--- src/rtl/ntt_pkg.sv ---
// Shared types for the NTT memory-side control path.
// No logic, so no latency or backpressure of its own.
package ntt_pkg;

    typedef enum logic [1:0] {
        IDLE   = 2'd0,
        PRIME  = 2'd1,
        STREAM = 2'd2,
        DRAIN  = 2'd3
    } state_t;

    function automatic int clog2(input int value);
        int r;
        r = 0;
        while ((1 << r) < value) begin
            r = r + 1;
        end
        return r;
    endfunction

endpackage

--- src/rtl/ntt_addr_cnt.sv ---
// Base+offset address counter with last/terminal flags; address is combinational.
// No backpressure: advances on every inc, clr wins over inc.
module ntt_addr_cnt #(
    parameter int AW = 12
) (
    input  logic          clk,
    input  logic          rst,
    input  logic          clr,
    input  logic          inc,
    input  logic [AW-1:0] base,
    input  logic [AW:0]   limit,
    output logic [AW:0]   cnt,
    output logic [AW-1:0] addr,
    output logic          last,
    output logic          term
);

    always_ff @(posedge clk) begin
        if (rst || clr) begin
            cnt <= '0;
        end else if (inc) begin
            cnt <= cnt + (AW+1)'(1);
        end
    end

    // Truncation to AW bits makes the address wrap at the top of the memory.
    assign addr = base + cnt[AW-1:0];
    assign last = (cnt == limit - (AW+1)'(1));
    assign term = (cnt == limit);

endmodule

--- src/rtl/shiftreg.sv ---
// Fixed-depth delay line with synchronous clear; latency DEPTH cycles.
// No backpressure: a new value enters every cycle.
module shiftreg #(
    parameter int WIDTH = 1,
    parameter int DEPTH = 2
) (
    input  logic             clk,
    input  logic             rst,
    input  logic [WIDTH-1:0] din,
    output logic [WIDTH-1:0] dout
);

    logic [WIDTH-1:0] stage [DEPTH];

    always_ff @(posedge clk) begin
        if (rst) begin
            for (int i = 0; i < DEPTH; i++) begin
                stage[i] <= '0;
            end
        end else begin
            stage[0] <= din;
            for (int i = 1; i < DEPTH; i++) begin
                stage[i] <= stage[i-1];
            end
        end
    end

    assign dout = stage[DEPTH-1];

endmodule

--- src/rtl/ntt_batch_mem_ctrl.sv ---
// Streams a batch of polynomials from read BRAM into the SDF core and its results into write BRAM.
// Core input follows rd_en by RD_LAT cycles; writes follow core_finish with zero added latency; no backpressure.
module ntt_batch_mem_ctrl
    import ntt_pkg::*;
#(
    parameter int  LOGQ     = 64,
    parameter int  LOGN     = 10,
    parameter int  MAX_POLY = 4,
    parameter int  RD_LAT   = 2,
    localparam int PW       = (clog2(MAX_POLY) > 0) ? clog2(MAX_POLY) : 1,
    localparam int AW       = LOGN + clog2(MAX_POLY)
) (
    input  logic            clk,
    input  logic            rst,
    input  logic            start,
    input  logic            abort,
    input  logic            intt,
    input  logic [PW-1:0]   num_poly_m1,
    input  logic [AW-1:0]   rd_base,
    input  logic [AW-1:0]   wr_base,
    input  logic [LOGQ-1:0] q,
    output logic            rd_en,
    output logic [AW-1:0]   rd_addr,
    input  logic [LOGQ-1:0] rd_data,
    output logic            wr_en,
    output logic [AW-1:0]   wr_addr,
    output logic [LOGQ-1:0] wr_data,
    output logic            core_start,
    output logic            core_intt,
    output logic [LOGQ-1:0] core_in,
    input  logic            core_finish,
    input  logic [LOGQ-1:0] core_out,
    output logic            busy,
    output logic            poly_done,
    output logic            done
);

    localparam logic [AW:0] POLY_MASK = (AW+1)'((1 << LOGN) - 1);
    localparam logic [AW:0] PRIME_END = (AW+1)'(RD_LAT - 1);

    state_t          state;
    logic            intt_r;
    logic [PW-1:0]   np_r;
    logic [AW-1:0]   rd_base_r;
    logic [AW-1:0]   wr_base_r;
    logic [AW:0]     total;
    logic            cnt_clr;
    logic [AW:0]     rd_cnt;
    logic [AW-1:0]   rd_addr_nxt;
    logic            rd_last;
    logic            rd_term;
    logic [AW:0]     wr_cnt;
    logic [AW-1:0]   wr_addr_nxt;
    logic            wr_last;
    logic            wr_term;
    logic            rd_vld;
    logic            core_hold;
    logic            poly_end;
    logic            unused_q;

    // The modulus is wired to the core beside this block; nothing here depends on it.
    assign unused_q = ^q;

    assign total    = ((AW+1)'(np_r) + (AW+1)'(1)) << LOGN;
    assign cnt_clr  = abort || (state == IDLE) || (state == DRAIN && wr_term);
    assign poly_end = ((wr_cnt & POLY_MASK) == POLY_MASK);

    ntt_addr_cnt #(.AW(AW)) u_rd_cnt (
        .clk   (clk),
        .rst   (rst),
        .clr   (cnt_clr),
        .inc   (rd_en),
        .base  (rd_base_r),
        .limit (total),
        .cnt   (rd_cnt),
        .addr  (rd_addr_nxt),
        .last  (rd_last),
        .term  (rd_term)
    );

    ntt_addr_cnt #(.AW(AW)) u_wr_cnt (
        .clk   (clk),
        .rst   (rst),
        .clr   (cnt_clr),
        .inc   (wr_en),
        .base  (wr_base_r),
        .limit (total),
        .cnt   (wr_cnt),
        .addr  (wr_addr_nxt),
        .last  (wr_last),
        .term  (wr_term)
    );

    // Marks the cycles in which rd_data carries a requested word.
    shiftreg #(.WIDTH(1), .DEPTH(RD_LAT)) u_vld_sr (
        .clk  (clk),
        .rst  (rst || abort),
        .din  (rd_en),
        .dout (rd_vld)
    );

    assign rd_en      = (state == PRIME || state == STREAM) && !rd_term;
    assign rd_addr    = rd_en ? rd_addr_nxt : '0;
    assign wr_en      = (state == STREAM || state == DRAIN) && core_finish && !wr_term;
    assign wr_addr    = wr_en ? wr_addr_nxt : '0;
    assign wr_data    = wr_en ? core_out : '0;
    assign core_in    = rd_data;
    assign core_start = (state != IDLE) && (rd_vld || core_hold);
    assign core_intt  = intt_r;
    assign busy       = (state != IDLE);

    always_ff @(posedge clk) begin
        if (rst) begin
            state     <= IDLE;
            intt_r    <= 1'b0;
            np_r      <= '0;
            rd_base_r <= '0;
            wr_base_r <= '0;
            core_hold <= 1'b0;
            poly_done <= 1'b0;
            done      <= 1'b0;
        end else begin
            poly_done <= wr_en && poly_end && !abort;
            done      <= wr_en && wr_last && !abort;

            // Keeps core_start up once the first word arrives, after rd_en has dropped.
            if (abort || state == IDLE) begin
                core_hold <= 1'b0;
            end else if (rd_vld) begin
                core_hold <= 1'b1;
            end

            if (abort) begin
                state <= IDLE;
            end else begin
                case (state)
                    IDLE: begin
                        if (start) begin
                            intt_r    <= intt;
                            np_r      <= num_poly_m1;
                            rd_base_r <= rd_base;
                            wr_base_r <= wr_base;
                            state     <= PRIME;
                        end
                    end
                    PRIME: begin
                        if (rd_cnt == PRIME_END) begin
                            state <= STREAM;
                        end
                    end
                    STREAM: begin
                        if (rd_en && rd_last) begin
                            state <= DRAIN;
                        end
                    end
                    DRAIN: begin
                        if (wr_term) begin
                            state <= IDLE;
                        end
                    end
                    default: state <= IDLE;
                endcase
            end
        end
    end

endmodule
--- config.mk ---
export PLATFORM = sky130hd
export DESIGN_NAME = ntt_batch_mem_ctrl
export DESIGN_NICKNAME = d
export VERILOG_FILES = /design/src/rtl/ntt_pkg.sv /design/src/rtl/ntt_addr_cnt.sv /design/src/rtl/shiftreg.sv /design/src/rtl/ntt_batch_mem_ctrl.sv
export SDC_FILE = /design/constraint.sdc
export NUM_CORES = 1
export LEC_CHECK = 0
export ABC_AREA = 1
export CELL_PAD_IN_SITES_DETAIL_PLACEMENT = 1
export CELL_PAD_IN_SITES_GLOBAL_PLACEMENT = 1
export CORE_ASPECT_RATIO = 1.75
export CORE_UTILIZATION = 22
export CTS_CLUSTER_DIAMETER = 30
export DETAILED_ROUTE_END_ITERATION = 6
export PLACE_DENSITY = 0.88
export SYNTH_ARGS = -nofsm -noshare
export SYNTH_HDL_FRONTEND = slang
export SYNTH_SLANG_ARGS = --single-unit
--- constraint.sdc ---
create_clock -name clk -period 2.3 [get_ports clk]
set_input_delay 0.345 -clock clk [delete_from_list [all_inputs] [get_ports clk]]
set_output_delay 0.345 -clock clk [all_outputs]
set_load 0.01 [all_outputs]
==> impl_metrics.ini <==
[critical_path]
slowest_delay_ps = 380
path_depth = 9
cp_max_fo = 7
endpoint_kind = primary output
cpMostUsedCell = buf_6
crit_required_ps = 1960
cp_slowest_cell = dfxtp_4
worst-setup-path-type = reg -> out
crit_chain = ha_4 > xor2_2 > nor2_1 > nand3_2 > nand2_8 > buf_16 > buf_6 > nor2_4 > buf_6
crit_family = simple AND/OR/NAND/NOR gates
r2r_slack_ps = 50
path_buf_inv = 3
r2r_cells = 15
cp-start-kind = flop
cp.arrival_ps = 2130

[routing]
drt_iter0_markers = 261
wl_um = 27500
vias = 6298
route.detailed.drc = 0
dr.pass1.iters = 5
ant_nets = 0
drt-wirelength-per-cell_um = 20.8
vias_per_cell = 4.75

[timing]
finalHoldViolations = 0
period_share_pct = 108
fin_skew_ps = 7.85
setup_viol = 86
max_freq_mhz = 404
report.final.slew_viol_count = 0
rsz0062_at_grt = yes
worst_pin_slew_ps = 609
fin_ws_ps = -176
period_minus_slack_ps = 2480
slew_headroom_pct = 59.1

[hold_path]
holdCritPathClass = reg -> reg
worstHoldPathCells = 2

[die]
fp.dieW_um = 116
num_io_pins = 383
die-area_um2 = 23200
die_h_um = 201
initial_core_util_pct = 22.4
num_rows = 72
core_um2 = 22200

[place]
dp_worst_setup_slack_ps = -315
io_buffer_count = 190
place_congestion = 0.881
hpwl_um = 17900

[global_routing]
antenna_found_initial = 0
grt_max_degree = 29
grt_pass1_vias = 6588
track_usage_pct = 22.0
grt_pass1_wl_um = 37600
overflow = 0

[synthesis]
syn_area_um2 = 4970
synth_flop_cell = dfxtp_1
async_flop_share_pct = 0
synth.distinct_cells = 40
syn_nets = 1046
syn_avg_cell_area_um2 = 6.32
synth.yosys.seq_area_share_pct = 24.2
synth_edf_count = 0
postSynthCellCount = 787
synth-seq-cells = 60
ys_warn_count = 0

[cells_and_area]
drive_gt1_share_pct = 37.9
multi_input_area_um2 = 3420
antennaDiodeCount = 0
syn2layout_area_growth_pct = 77.4
nFillCells = 2729
mostFrequentLayoutCell = nand2_1
final_cell_mix = nand2_1 (149), inv_1 (117), clkdlybuf4s50_1 (99)
seqCellArea_um2 = 1250
fin_nets = 1284

[status]
outcome = finished, violations left
violations = setup timing

[cts]
clk_pin_slew_ps = 60
htreeDepth = 3
cts_root_buf = clkbuf_16
cts_buffers = 9
cts_sinks = 60
clock_latency_ps = 350
cts_buffer_depth = 2
cts_tree = yes

[power]
power_density_nw_per_um2 = 407
leakage_nw = 3.90
vdd_drop_max_mv = 0.400
power.total_w = 0.00359

[job]
drv_cap = 0
-- per-stage QoR --
stage | hold slack [ps] | setup TNS, ps | cells | util [%] | instance area (µm²)
after global placement | 400 | -10610 | 1285 | 33.4 | 7410
after detailed placement | 409 | -16750 | 1285 | 33.4 | 7410
after global routing | 481 | -14360 | 1326 | 39.8 | 8820
after CTS | 451 | -6720 | 1316 | 37.0 | 8200
final | 459 | -10240 | 1326 | 39.8 | 8820
after floorplan | 394 | 0 | 787 | - | 4970
-- per-layer routing --
| metal | GRT usage, % | part of all wire (%) | up-vias | wire length (µm) |
|---|---|---|---|---|
| li1 | - | - | 2885 | - |
| met1 | 21.2 | 32 | 2993 | 8910 |
| met2 | 41.5 | 53 | 271 | 14600 |
| met3 | 3.62 | 7.0 | 149 | 1930 |
| met4 | 14.8 | 7.7 | 0 | 2120 |
| met5 | 0 | 0 | - | 0 |
-- worst paths after layout --
path | from | endpoint
max reg2reg | np_r[1]$_SDFFE_PP0P_ | u_rd_cnt.cnt[5]$_SDFFE_PP0P_
min reg2reg | u_vld_sr.stage[0][0]$_SDFF_PP0_ | u_vld_sr.stage[0][1]$_SDFF_PP0_
max | np_r[0]$_SDFFE_PP0P_ | wr_data[59]
min | u_vld_sr.stage[0][0]$_SDFF_PP0_ | u_vld_sr.stage[0][1]$_SDFF_PP0_
-- cell type report --
class	instances	area share (%)
Inverter	129	5.60
Multi-Input combinational cell	513	38.8
Tap cell	296	4.20
Clock buffer	9	2.55
Clock inverter	7	0.922
Timing Repair Buffer	312	33.8
Sequential cell	60	14.1
-- state kept, by name, summed over array words and instances, names as in the netlist --
register and flops:
core_hold 1, state 2, wr_base_r 12, done 1, u_rd_cnt.cnt 13, np_r 2, u_vld_sr.stage 2, poly_done 1
core_intt 1, rd_base_r 12, u_wr_cnt.cnt 13
-- synthesized netlist by cell type (all sizes together), types with 2 or more instances --
cell | number | area share (%)
clkbuf | 6 | 0.45
xor2 | 15 | 2.6
nor3 | 10 | 1.1
nor2 | 118 | 9.2
buf | 79 | 12
a31oi | 3 | 0.38
o21a | 4 | 0.60
dfxtp | 60 | 24
xnor2 | 2 | 0.35
nand3 | 33 | 3.8
nand4 | 7 | 0.88
ha | 33 | 8.3
inv | 129 | 9.8
a21o | 2 | 0.30
fa | 2 | 0.81
nand2 | 159 | 12
o21ai | 31 | 3.2
a21oi | 81 | 8.2
nor4 | 2 | 0.38
nor3b | 3 | 0.45
o21bai | 4 | 0.60
-- cell families after synthesis --
family / Yosys count / share of synthesized area [%]
simple gates: 334 / 28.2
flops: 60 / 24.2
buf+inv: 214 / 21.9
compound gates: 127 / 13.6
fa+ha+maj: 35 / 9.11
xor+xnor: 17 / 2.99
-- tightest hold or removal path, cell delays in order, from the launching register on --
cell	delay, ps
dfxtp_1	290
inv_1	60
nor2_1	50
-- power breakdown --
part | internal [W] | leakage, nW | switching, W
sequential | 0.00107 | 0.500 | 0.0000338
combinational | 0.000534 | 3.25 | 0.000492
clock | 0.000857 | 0.147 | 0.000601
-- what timing repair did --
| item | 4_1_cts | 5_1_grt |
|---|---|---|
| resized for setup | 507 | 152 |
| setup buffers | 17 | 15 |
| hold buffers | 0 | 0 |
| pin swaps | 21 | 36 |
| setup endpoints to repair | 90 | 91 |
| gates cloned | 9 | 1 |
Note: power is estimated with default switching activity, not from simulation.
